<file path="config.mk">
export PLATFORM = sky130hd
export DESIGN_NAME = ibex_data_bridge_flat
export DESIGN_NICKNAME = d
export VERILOG_FILES = /design/src/rtl/ibex_data_bridge_if.sv /design/src/rtl/ibex_data_bridge.sv /design/src/flat_wrapper.sv
export SDC_FILE = /design/constraint.sdc
export NUM_CORES = 1
export LEC_CHECK = 0
export ABC_AREA = 1
export CORE_UTILIZATION = 31
export CTS_CLUSTER_DIAMETER = 60
export DETAILED_ROUTE_END_ITERATION = 8
export HOLD_SLACK_MARGIN = 0.06
export MAX_ROUTING_LAYER = met4
export PLACE_DENSITY = 0.9
export SYNTH_ARGS = -nofsm -noshare
export SYNTH_HDL_FRONTEND = slang
export SYNTH_SLANG_ARGS = --single-unit
</file>
<file path="constraint.sdc">
create_clock -name clk_i -period 4.4 [get_ports clk_i]
set_input_delay 0.66 -clock clk_i [delete_from_list [all_inputs] [get_ports clk_i]]
set_output_delay 0.66 -clock clk_i [all_outputs]
set_load 0.03 [all_outputs]
</file>
<file path="src/rtl/ibex_data_bridge_if.sv">
// Bundle of the Ibex data port, the A request channel and the D response channel.
// Signal names keep the bridge's point of view: _i means an input to the bridge
// and _o an output of the bridge.
// Modports:
//   slave  - the bridge itself.
//   master - the environment, which drives the core side and the bus side.
// Parameters: ADDR_W (address width), DATA_W (data width; mask width DATA_W/8).
interface ibex_data_bridge_if #(
  parameter int unsigned ADDR_W = 32,
  parameter int unsigned DATA_W = 32
);
  localparam int unsigned BE_W = DATA_W / 8;

  // Core data port
  logic              data_req_i;
  logic              data_gnt_o;
  logic              data_we_i;
  logic [BE_W-1:0]   data_be_i;
  logic [ADDR_W-1:0] data_addr_i;
  logic [DATA_W-1:0] data_wdata_i;
  logic              data_rvalid_o;
  logic [DATA_W-1:0] data_rdata_o;
  logic              data_err_o;

  // Request channel A
  logic              a_valid_o;
  logic              a_ready_i;
  logic              a_write_o;
  logic [BE_W-1:0]   a_mask_o;
  logic [ADDR_W-1:0] a_addr_o;
  logic [DATA_W-1:0] a_data_o;

  // Response channel D
  logic              d_valid_i;
  logic [DATA_W-1:0] d_data_i;
  logic              d_error_i;
  logic              d_ready_o;

  logic              protocol_err_o;

  modport slave (
    input  data_req_i, data_we_i, data_be_i, data_addr_i, data_wdata_i,
    output data_gnt_o, data_rvalid_o, data_rdata_o, data_err_o,
    output a_valid_o, a_write_o, a_mask_o, a_addr_o, a_data_o,
    input  a_ready_i,
    input  d_valid_i, d_data_i, d_error_i,
    output d_ready_o, protocol_err_o
  );

  modport master (
    output data_req_i, data_we_i, data_be_i, data_addr_i, data_wdata_i,
    input  data_gnt_o, data_rvalid_o, data_rdata_o, data_err_o,
    input  a_valid_o, a_write_o, a_mask_o, a_addr_o, a_data_o,
    output a_ready_i,
    output d_valid_i, d_data_i, d_error_i,
    input  d_ready_o, protocol_err_o
  );
endinterface

</file>
<file path="src/rtl/ibex_data_bridge.sv">
// ibex_data_bridge: converts the Ibex data port protocol (req/gnt/rvalid) into a
// valid/ready request channel (A) and a valid-only response channel (D).
// A credit counter bounds the number of granted-but-unanswered transactions.
// Every response is registered, so the core sees it one cycle after d_valid_i.
// A response that arrives with nothing outstanding is dropped, and it sets the
// sticky protocol_err_o flag.
// Ports:
//   clk_i, rst_ni - clock and asynchronous active-low reset.
//   bus           - ibex_data_bridge_if.slave: core port, A channel and D channel.
// Parameters: MAX_OUTSTANDING (1..7), ADDR_W, DATA_W.
// Optional macro IBEX_DATA_BRIDGE_REQ_REG_EN inserts a one-entry request
// register on the A channel. This removes the combinational core-to-bus path
// and adds one cycle of request latency.
module ibex_data_bridge #(
  parameter int unsigned MAX_OUTSTANDING = 2,
  parameter int unsigned ADDR_W          = 32,
  parameter int unsigned DATA_W          = 32
) (
  input  logic                clk_i,
  input  logic                rst_ni,
  ibex_data_bridge_if.slave   bus
);
  localparam int unsigned BE_W  = DATA_W / 8;
  localparam int unsigned CNT_W = $clog2(MAX_OUTSTANDING + 1);
  localparam logic [CNT_W-1:0] CNT_MAX = CNT_W'(MAX_OUTSTANDING);

  logic [CNT_W-1:0]  cnt_q, cnt_d;
  logic              credit_ok;
  logic              rsp_acc;
  logic              cnt_inc;

  logic              rvalid_q, rvalid_d;
  logic [DATA_W-1:0] rdata_q, rdata_d;
  logic              err_q, err_d;
  logic              perr_q, perr_d;

  assign credit_ok = (cnt_q < CNT_MAX);
  // A response counts only while something is outstanding.
  assign rsp_acc   = bus.d_valid_i & (cnt_q != '0);

`ifdef IBEX_DATA_BRIDGE_REQ_REG_EN
  logic              slot_vld_q, slot_vld_d;
  logic              slot_we_q, slot_we_d;
  logic [BE_W-1:0]   slot_be_q, slot_be_d;
  logic [ADDR_W-1:0] slot_addr_q, slot_addr_d;
  logic [DATA_W-1:0] slot_wdata_q, slot_wdata_d;
  logic              gnt;

  // The slot accepts a new request when it is empty or is draining this cycle.
  assign gnt = bus.data_req_i & (~slot_vld_q | bus.a_ready_i) & credit_ok;

  // Request slot: load on gnt, and clear the payload once it drains.
  always_comb begin
    slot_vld_d   = slot_vld_q;
    slot_we_d    = slot_we_q;
    slot_be_d    = slot_be_q;
    slot_addr_d  = slot_addr_q;
    slot_wdata_d = slot_wdata_q;
    if (gnt) begin
      slot_vld_d   = 1'b1;
      slot_we_d    = bus.data_we_i;
      slot_be_d    = bus.data_be_i;
      slot_addr_d  = bus.data_addr_i;
      slot_wdata_d = bus.data_wdata_i;
    end else if (slot_vld_q && bus.a_ready_i) begin
      slot_vld_d   = 1'b0;
      slot_we_d    = 1'b0;
      slot_be_d    = '0;
      slot_addr_d  = '0;
      slot_wdata_d = '0;
    end
  end

  always_ff @(posedge clk_i or negedge rst_ni) begin
    if (!rst_ni) begin
      slot_vld_q   <= 1'b0;
      slot_we_q    <= 1'b0;
      slot_be_q    <= '0;
      slot_addr_q  <= '0;
      slot_wdata_q <= '0;
    end else begin
      slot_vld_q   <= slot_vld_d;
      slot_we_q    <= slot_we_d;
      slot_be_q    <= slot_be_d;
      slot_addr_q  <= slot_addr_d;
      slot_wdata_q <= slot_wdata_d;
    end
  end

  // Credit is taken when the core is granted, not when the bus accepts.
  assign cnt_inc        = gnt;
  assign bus.data_gnt_o = gnt;
  assign bus.a_valid_o  = slot_vld_q;
  assign bus.a_write_o  = slot_we_q;
  assign bus.a_mask_o   = slot_be_q;
  assign bus.a_addr_o   = slot_addr_q;
  assign bus.a_data_o   = slot_wdata_q;
`else
  logic              a_valid;
  logic [ADDR_W-1:0] addr_pass;

  // Pass-through path. The payload is zeroed while a_valid_o is low.
  assign a_valid        = bus.data_req_i & credit_ok;
  assign addr_pass      = a_valid ? bus.data_addr_i : '0;
  assign cnt_inc        = a_valid & bus.a_ready_i;
  assign bus.data_gnt_o = cnt_inc;
  assign bus.a_valid_o  = a_valid;
  assign bus.a_write_o  = a_valid & bus.data_we_i;
  assign bus.a_mask_o   = a_valid ? bus.data_be_i    : '0;
  assign bus.a_addr_o   = addr_pass;
  assign bus.a_data_o   = a_valid ? bus.data_wdata_i : '0;
`endif

  // Credit counter: a simultaneous issue and response leaves it unchanged.
  always_comb begin
    cnt_d = cnt_q;
    unique case ({cnt_inc, rsp_acc})
      2'b10:   cnt_d = cnt_q + CNT_W'(1);
      2'b01:   cnt_d = cnt_q - CNT_W'(1);
      default: cnt_d = cnt_q;
    endcase
  end

  // Response register, plus the sticky flag for unexpected responses.
  always_comb begin
    rvalid_d = rsp_acc;
    rdata_d  = rdata_q;
    err_d    = err_q;
    perr_d   = perr_q | (bus.d_valid_i & (cnt_q == '0));
    if (rsp_acc) begin
      rdata_d = bus.d_data_i;
      err_d   = bus.d_error_i;
    end
  end

  always_ff @(posedge clk_i or negedge rst_ni) begin
    if (!rst_ni) begin
      cnt_q    <= '0;
      rvalid_q <= 1'b0;
      rdata_q  <= '0;
      err_q    <= 1'b0;
      perr_q   <= 1'b0;
    end else begin
      cnt_q    <= cnt_d;
      rvalid_q <= rvalid_d;
      rdata_q  <= rdata_d;
      err_q    <= err_d;
      perr_q   <= perr_d;
    end
  end

  assign bus.data_rvalid_o  = rvalid_q;
  assign bus.data_rdata_o   = rdata_q;
  assign bus.data_err_o     = err_q;
  assign bus.d_ready_o      = 1'b1;
  assign bus.protocol_err_o = perr_q;
endmodule

</file>
<file path="src/flat_wrapper.sv">
// flat-port wrapper written by rule: the top's interface ports become plain ports
module ibex_data_bridge_flat 
#(
  parameter int unsigned MAX_OUTSTANDING = 2,
  parameter int unsigned ADDR_W          = 32,
  parameter int unsigned DATA_W          = 32
)
  (clk_i, rst_ni, bus_data_req_i, bus_data_we_i, bus_data_be_i, bus_data_addr_i, bus_data_wdata_i, bus_data_gnt_o, bus_data_rvalid_o, bus_data_rdata_o, bus_data_err_o, bus_a_valid_o, bus_a_write_o, bus_a_mask_o, bus_a_addr_o, bus_a_data_o, bus_a_ready_i, bus_d_valid_i, bus_d_data_i, bus_d_error_i, bus_d_ready_o, bus_protocol_err_o);
  ibex_data_bridge_if #(.ADDR_W(ADDR_W), .DATA_W(DATA_W)) bus_i ();
  input  logic clk_i;
  input  logic rst_ni;
  input wire logic [$bits(bus_i.data_req_i)-1:0] bus_data_req_i;
  input wire logic [$bits(bus_i.data_we_i)-1:0] bus_data_we_i;
  input wire logic [$bits(bus_i.data_be_i)-1:0] bus_data_be_i;
  input wire logic [$bits(bus_i.data_addr_i)-1:0] bus_data_addr_i;
  input wire logic [$bits(bus_i.data_wdata_i)-1:0] bus_data_wdata_i;
  output wire logic [$bits(bus_i.data_gnt_o)-1:0] bus_data_gnt_o;
  output wire logic [$bits(bus_i.data_rvalid_o)-1:0] bus_data_rvalid_o;
  output wire logic [$bits(bus_i.data_rdata_o)-1:0] bus_data_rdata_o;
  output wire logic [$bits(bus_i.data_err_o)-1:0] bus_data_err_o;
  output wire logic [$bits(bus_i.a_valid_o)-1:0] bus_a_valid_o;
  output wire logic [$bits(bus_i.a_write_o)-1:0] bus_a_write_o;
  output wire logic [$bits(bus_i.a_mask_o)-1:0] bus_a_mask_o;
  output wire logic [$bits(bus_i.a_addr_o)-1:0] bus_a_addr_o;
  output wire logic [$bits(bus_i.a_data_o)-1:0] bus_a_data_o;
  input wire logic [$bits(bus_i.a_ready_i)-1:0] bus_a_ready_i;
  input wire logic [$bits(bus_i.d_valid_i)-1:0] bus_d_valid_i;
  input wire logic [$bits(bus_i.d_data_i)-1:0] bus_d_data_i;
  input wire logic [$bits(bus_i.d_error_i)-1:0] bus_d_error_i;
  output wire logic [$bits(bus_i.d_ready_o)-1:0] bus_d_ready_o;
  output wire logic [$bits(bus_i.protocol_err_o)-1:0] bus_protocol_err_o;
  assign bus_i.data_req_i = bus_data_req_i;
  assign bus_i.data_we_i = bus_data_we_i;
  assign bus_i.data_be_i = bus_data_be_i;
  assign bus_i.data_addr_i = bus_data_addr_i;
  assign bus_i.data_wdata_i = bus_data_wdata_i;
  assign bus_data_gnt_o = bus_i.data_gnt_o;
  assign bus_data_rvalid_o = bus_i.data_rvalid_o;
  assign bus_data_rdata_o = bus_i.data_rdata_o;
  assign bus_data_err_o = bus_i.data_err_o;
  assign bus_a_valid_o = bus_i.a_valid_o;
  assign bus_a_write_o = bus_i.a_write_o;
  assign bus_a_mask_o = bus_i.a_mask_o;
  assign bus_a_addr_o = bus_i.a_addr_o;
  assign bus_a_data_o = bus_i.a_data_o;
  assign bus_i.a_ready_i = bus_a_ready_i;
  assign bus_i.d_valid_i = bus_d_valid_i;
  assign bus_i.d_data_i = bus_d_data_i;
  assign bus_i.d_error_i = bus_d_error_i;
  assign bus_d_ready_o = bus_i.d_ready_o;
  assign bus_protocol_err_o = bus_i.protocol_err_o;
  ibex_data_bridge #(.MAX_OUTSTANDING(MAX_OUTSTANDING), .ADDR_W(ADDR_W), .DATA_W(DATA_W)) u_core (.clk_i(clk_i), .rst_ni(rst_ni), .bus(bus_i));
endmodule
</file>
==> PnR_summary.wiki <==
{| class="wikitable"
! Metric !! Value
|-
| Relative contribution of sequential cells to total power || 24.7%
|-
| Maximum number of pins on one net before global-route repair || 55
|-
| Uppermost routed layer || met4
|-
| Slew at the pin closest to its max-slew limit || 0.790 ns
|-
| Filler cell count in the final layout || 511
|-
| Placed instance count || 586
|-
| Cell count after synthesis || 310
|-
| Diodes inserted || 0
|-
| Clock latency of the later-clocked register in the worst-skew pair || 0.29 ns
|-
| Antenna violations before repair || 0
|-
| Normalized max-slew margin || 47.3%
|-
| Highest achievable clock rate || 0.313 GHz
|-
| Worst reg2reg startpoint || u_core.cnt_q[1]
|-
| Post-synthesis share of cell area spent on and, or, nand and nor gates || 33.7%
|-
| Count of routing violations after the opening detailed-route iteration || 71
|-
| CTS H-tree lvls || 2
|-
| Pre-CTS setup slack || 1.19 ns
|-
| Compound-Gate Fraction of Synth Area || 0.433%
|-
| Final antenna-violating net count || 0
|-
| Post-layout instance count excluding filler cells || 594
|-
| Sink Count || 37
|-
| Worst path arrival time || 2.54 ns
|-
| M1 WL || 2.80 mm
|-
| Vias in the first global route || 2,432
|-
| Total Neg Setup Slack || 0 ns
|-
| Main combinational cell family by area after synthesis || simple AND/OR/NAND/NOR gates
|-
| Logic gate share of total power || 62.9%
|-
| Launch point of the worst path || bus_data_req_i
|-
| CTS hold repair buffers || 0
|-
| Clock tree root driver cell || sky130_fd_sc_hd__clkbuf_8
|-
| Switch share || 46.4%
|-
| Max-slew violations || 0
|-
| Maximum fanout along the worst path || 54
|-
| Quantity of gates resized following cts || 0
|-
| Number of I/O port buffers || 212
|-
| Count of warnings emitted by yosys || 0
|-
| Clock-pin slew on the worst setup and hold paths || 0.07 ns
|-
| Clock network fraction of design power || 12.4%
|-
| Number of placement rows || 29
|-
| Syn nets || 418
|-
| Die boundary height || 82.8 um
|-
| Power density over the cells || 572 nW/um^2
|-
| Worst vdd ir || 465 uV
|-
| Synthesized area per cell || 6.53 um^2
|-
| Hold crit path type || input pin to asynchronous set/reset pin
|-
| Growth of design area from synthesis to finish || 111%
|-
| Crit path setup slack, layout || 1.20 ns
|-
| Data required time of the worst path || 3.74 ns
|-
| Maxcap violations || 0
|-
| Mapped Area || 2020 um^2
|-
| Global-route wire length before repair || 11.2 mm
|-
| Post-detailed-placement half-perimeter wirelength || 5.74 mm
|-
| Sum of routed wire length over all layers || 6.99 mm
|-
| Tmin final || 3.20 ns
|-
| Share of post-route cells with drive strength above 1 || 3.29%
|-
| Number of hold-slack violations in the final timing report || 0
|-
| TritonCTS clock tree || built
|-
| Seq/Total Area, Yosys || 45.7%
|-
| Result of the run || finished clean
|-
| Maximum count of clock buffers along a single path || 2
|-
| Number of remaining DRC errors || 0
|-
| GRT Overall Usage || 20.7%
|-
| Final setup viols || 0
|-
| Total number of nets in the final design || 624
|-
| Wirelength per Cell || 11.8 um
|-
| Multi-input combinational cell area || 718 um^2
|-
| Net Switching || 1.14 mW
|-
| Chip Width || 82.8 um
|-
| Number of top-level pins || 214
|-
| Wire length on met2 || 3.59 mm
|-
| Setup repair after global routing missed its margin || false
|-
| Total CTS buffers || 5
|-
| Total Die Area || 6860 um^2
|-
| Share of the synthesized netlist area taken by xor and xnor gates || 0.433%
|-
| Period Utilization, post-route || 72.7%
|-
| Worst Setup Start Kind || input pin
|-
| RePlAce Congestion || 0.912
|-
| Via-per-instance ratio || 4.21
|-
| Via total after detailed routing || 2,500
|-
| Start-to-end type of the worst setup path || input pin to output port
|-
| Initial core utilization || 32.1%
|-
| Register area || 926 um^2
|-
| Static leakage power || 2.19 nW
|-
| Adder and majority cell fraction of the synthesized area || 0.618%
|-
| Library cells used by synthesis || 17
|-
| Multiplexer area fraction after synthesis || 0%
|-
| Global-route congestion overflow total || 0
|-
| Internal portion of total power || 1.31 mW
|-
| Area inside the core boundary || 6310 um^2
|-
| Drt pass-1 iters || 6
|-
| Worst Setup End Kind || output port
|-
| Post-CTS setup repair buffer count || 0
|-
| Met3 routed wirelength || 432 um
|-
| Yosys reg bits || 37
|-
| Worst setup skew after layout || 0.00944 ns
|}
-- layer usage --
layer,vias to the layer above,GRT usage (%)
met4,0,6.27
met1,1102,22.7
met3,15,4.37
li1,1259,-
met5,-,-
met2,124,37.3
-- placed cells by master, fill, tap and decap left out, drive strengths merged --
master         synthesis  final
inv                   77     77
buf                   14      2
conb                   1      1
nand4                  1      1
bufinv                 0      1
nand2                106    106
clkdlybuf4s50          0    211
nand3                  1      1
clkbuf                 0      6
clkinvlp               0      1
a31o                   1      1
xnor2                  1      1
nor2                  70     70
ha                     1      1
dfrtp                 37     37
-- critical path, stage by stage --
cell	delay, ns
sky130_fd_sc_hd__clkdlybuf4s50_1	0.41
sky130_fd_sc_hd__nand2_2	0.26
sky130_fd_sc_hd__buf_4	0.48
sky130_fd_sc_hd__nor2_1	0.09
sky130_fd_sc_hd__clkdlybuf4s50_1	0.62
-- per-stage QoR --
step                      total power, mW  cell area [um^2]  hold WS (ns)  util, %
after floorplan                      1.48              2020         0.364        -
after global placement               2.12              4160         0.449     65.8
after detailed placement             2.15              4160         0.464     65.8
after CTS                            2.46              4280         0.475     67.7
after global routing                 2.58              4280         0.509     67.7
final                                2.45              4280         0.448     67.7
-- logic make-up after synthesis --
family / Yosys count
buffers and inverters: 91
and+or+nand+nor: 178
other: 1
xor gates and xnor gates: 1
adders and majority gates: 1
DFF: 37
AOI/OAI and AO/OA: 1
-- registers in the layout (all words and copies together), names as in the netlist --
name                       count
u_core.bus.data_err_o          1
u_core.bus.data_rdata_o       32
u_core.bus.data_rvalid_o       1
u_core.bus.protocol_err_o      1
u_core.cnt_q                   2
-- final cells by class --
cell class | count | area share [%]
repair buffers | 213 | 49.7
flip-flops and latches | 37 | 21.7
multi-input cells | 182 | 16.8
inverters | 77 | 6.82
well taps | 77 | 2.25
clock buffers | 6 | 1.93
clock inverters | 2 | 0.878
-- Yosys cell counts --
cell type                 number  area share [%]
sky130_fd_sc_hd__nand2_1     104              19
sky130_fd_sc_hd__inv_4         1            0.31
sky130_fd_sc_hd__inv_2         2            0.37
sky130_fd_sc_hd__nand4_1       1            0.31
sky130_fd_sc_hd__conb_1        1            0.19
sky130_fd_sc_hd__buf_2        10             2.5
sky130_fd_sc_hd__buf_4         1            0.37
sky130_fd_sc_hd__dfrtp_1      37              46
sky130_fd_sc_hd__ha_1          1            0.62
sky130_fd_sc_hd__nand3_1       1            0.25
sky130_fd_sc_hd__inv_1        74              14
sky130_fd_sc_hd__nand2_2       1            0.31
sky130_fd_sc_hd__a31o_2        1            0.43
sky130_fd_sc_hd__nand2_4       1            0.56
sky130_fd_sc_hd__nor2_1       70              13
sky130_fd_sc_hd__buf_6         3             1.7
sky130_fd_sc_hd__xnor2_1       1            0.43
-- power by group through the flow --
| stage | sequential [mW] | clock [mW] | combinational [mW] |
|---|---|---|---|
| after CTS | 0.602 | 0.311 | 1.55 |
| after floorplan | 0.914 | 0 | 0.562 |
| after detailed placement | 0.600 | 0 | 1.55 |
| after global routing | 0.622 | 0.324 | 1.64 |
| after global placement | 0.601 | 0 | 1.52 |
| final | 0.604 | 0.304 | 1.54 |
-- final timing paths --
check / to / slack (ns) / depth (start not counted)
hold reg to reg: u_core.bus.protocol_err_o / 0.48 / 1
setup reg to reg: u_core.cnt_q[1] / 2.58 / 9
min in group clk_i: u_core.bus.protocol_err_o / 0.48 / 1
max in group asynchronous: u_core.bus.data_rdata_o[10] / 3.44 / 1
hold / removal: u_core.bus.data_err_o / 0.45 / 1
setup / recovery: bus_a_addr_o[15] / 1.20 / 5
No activity file was read; power rests on OpenSTA's default activity.
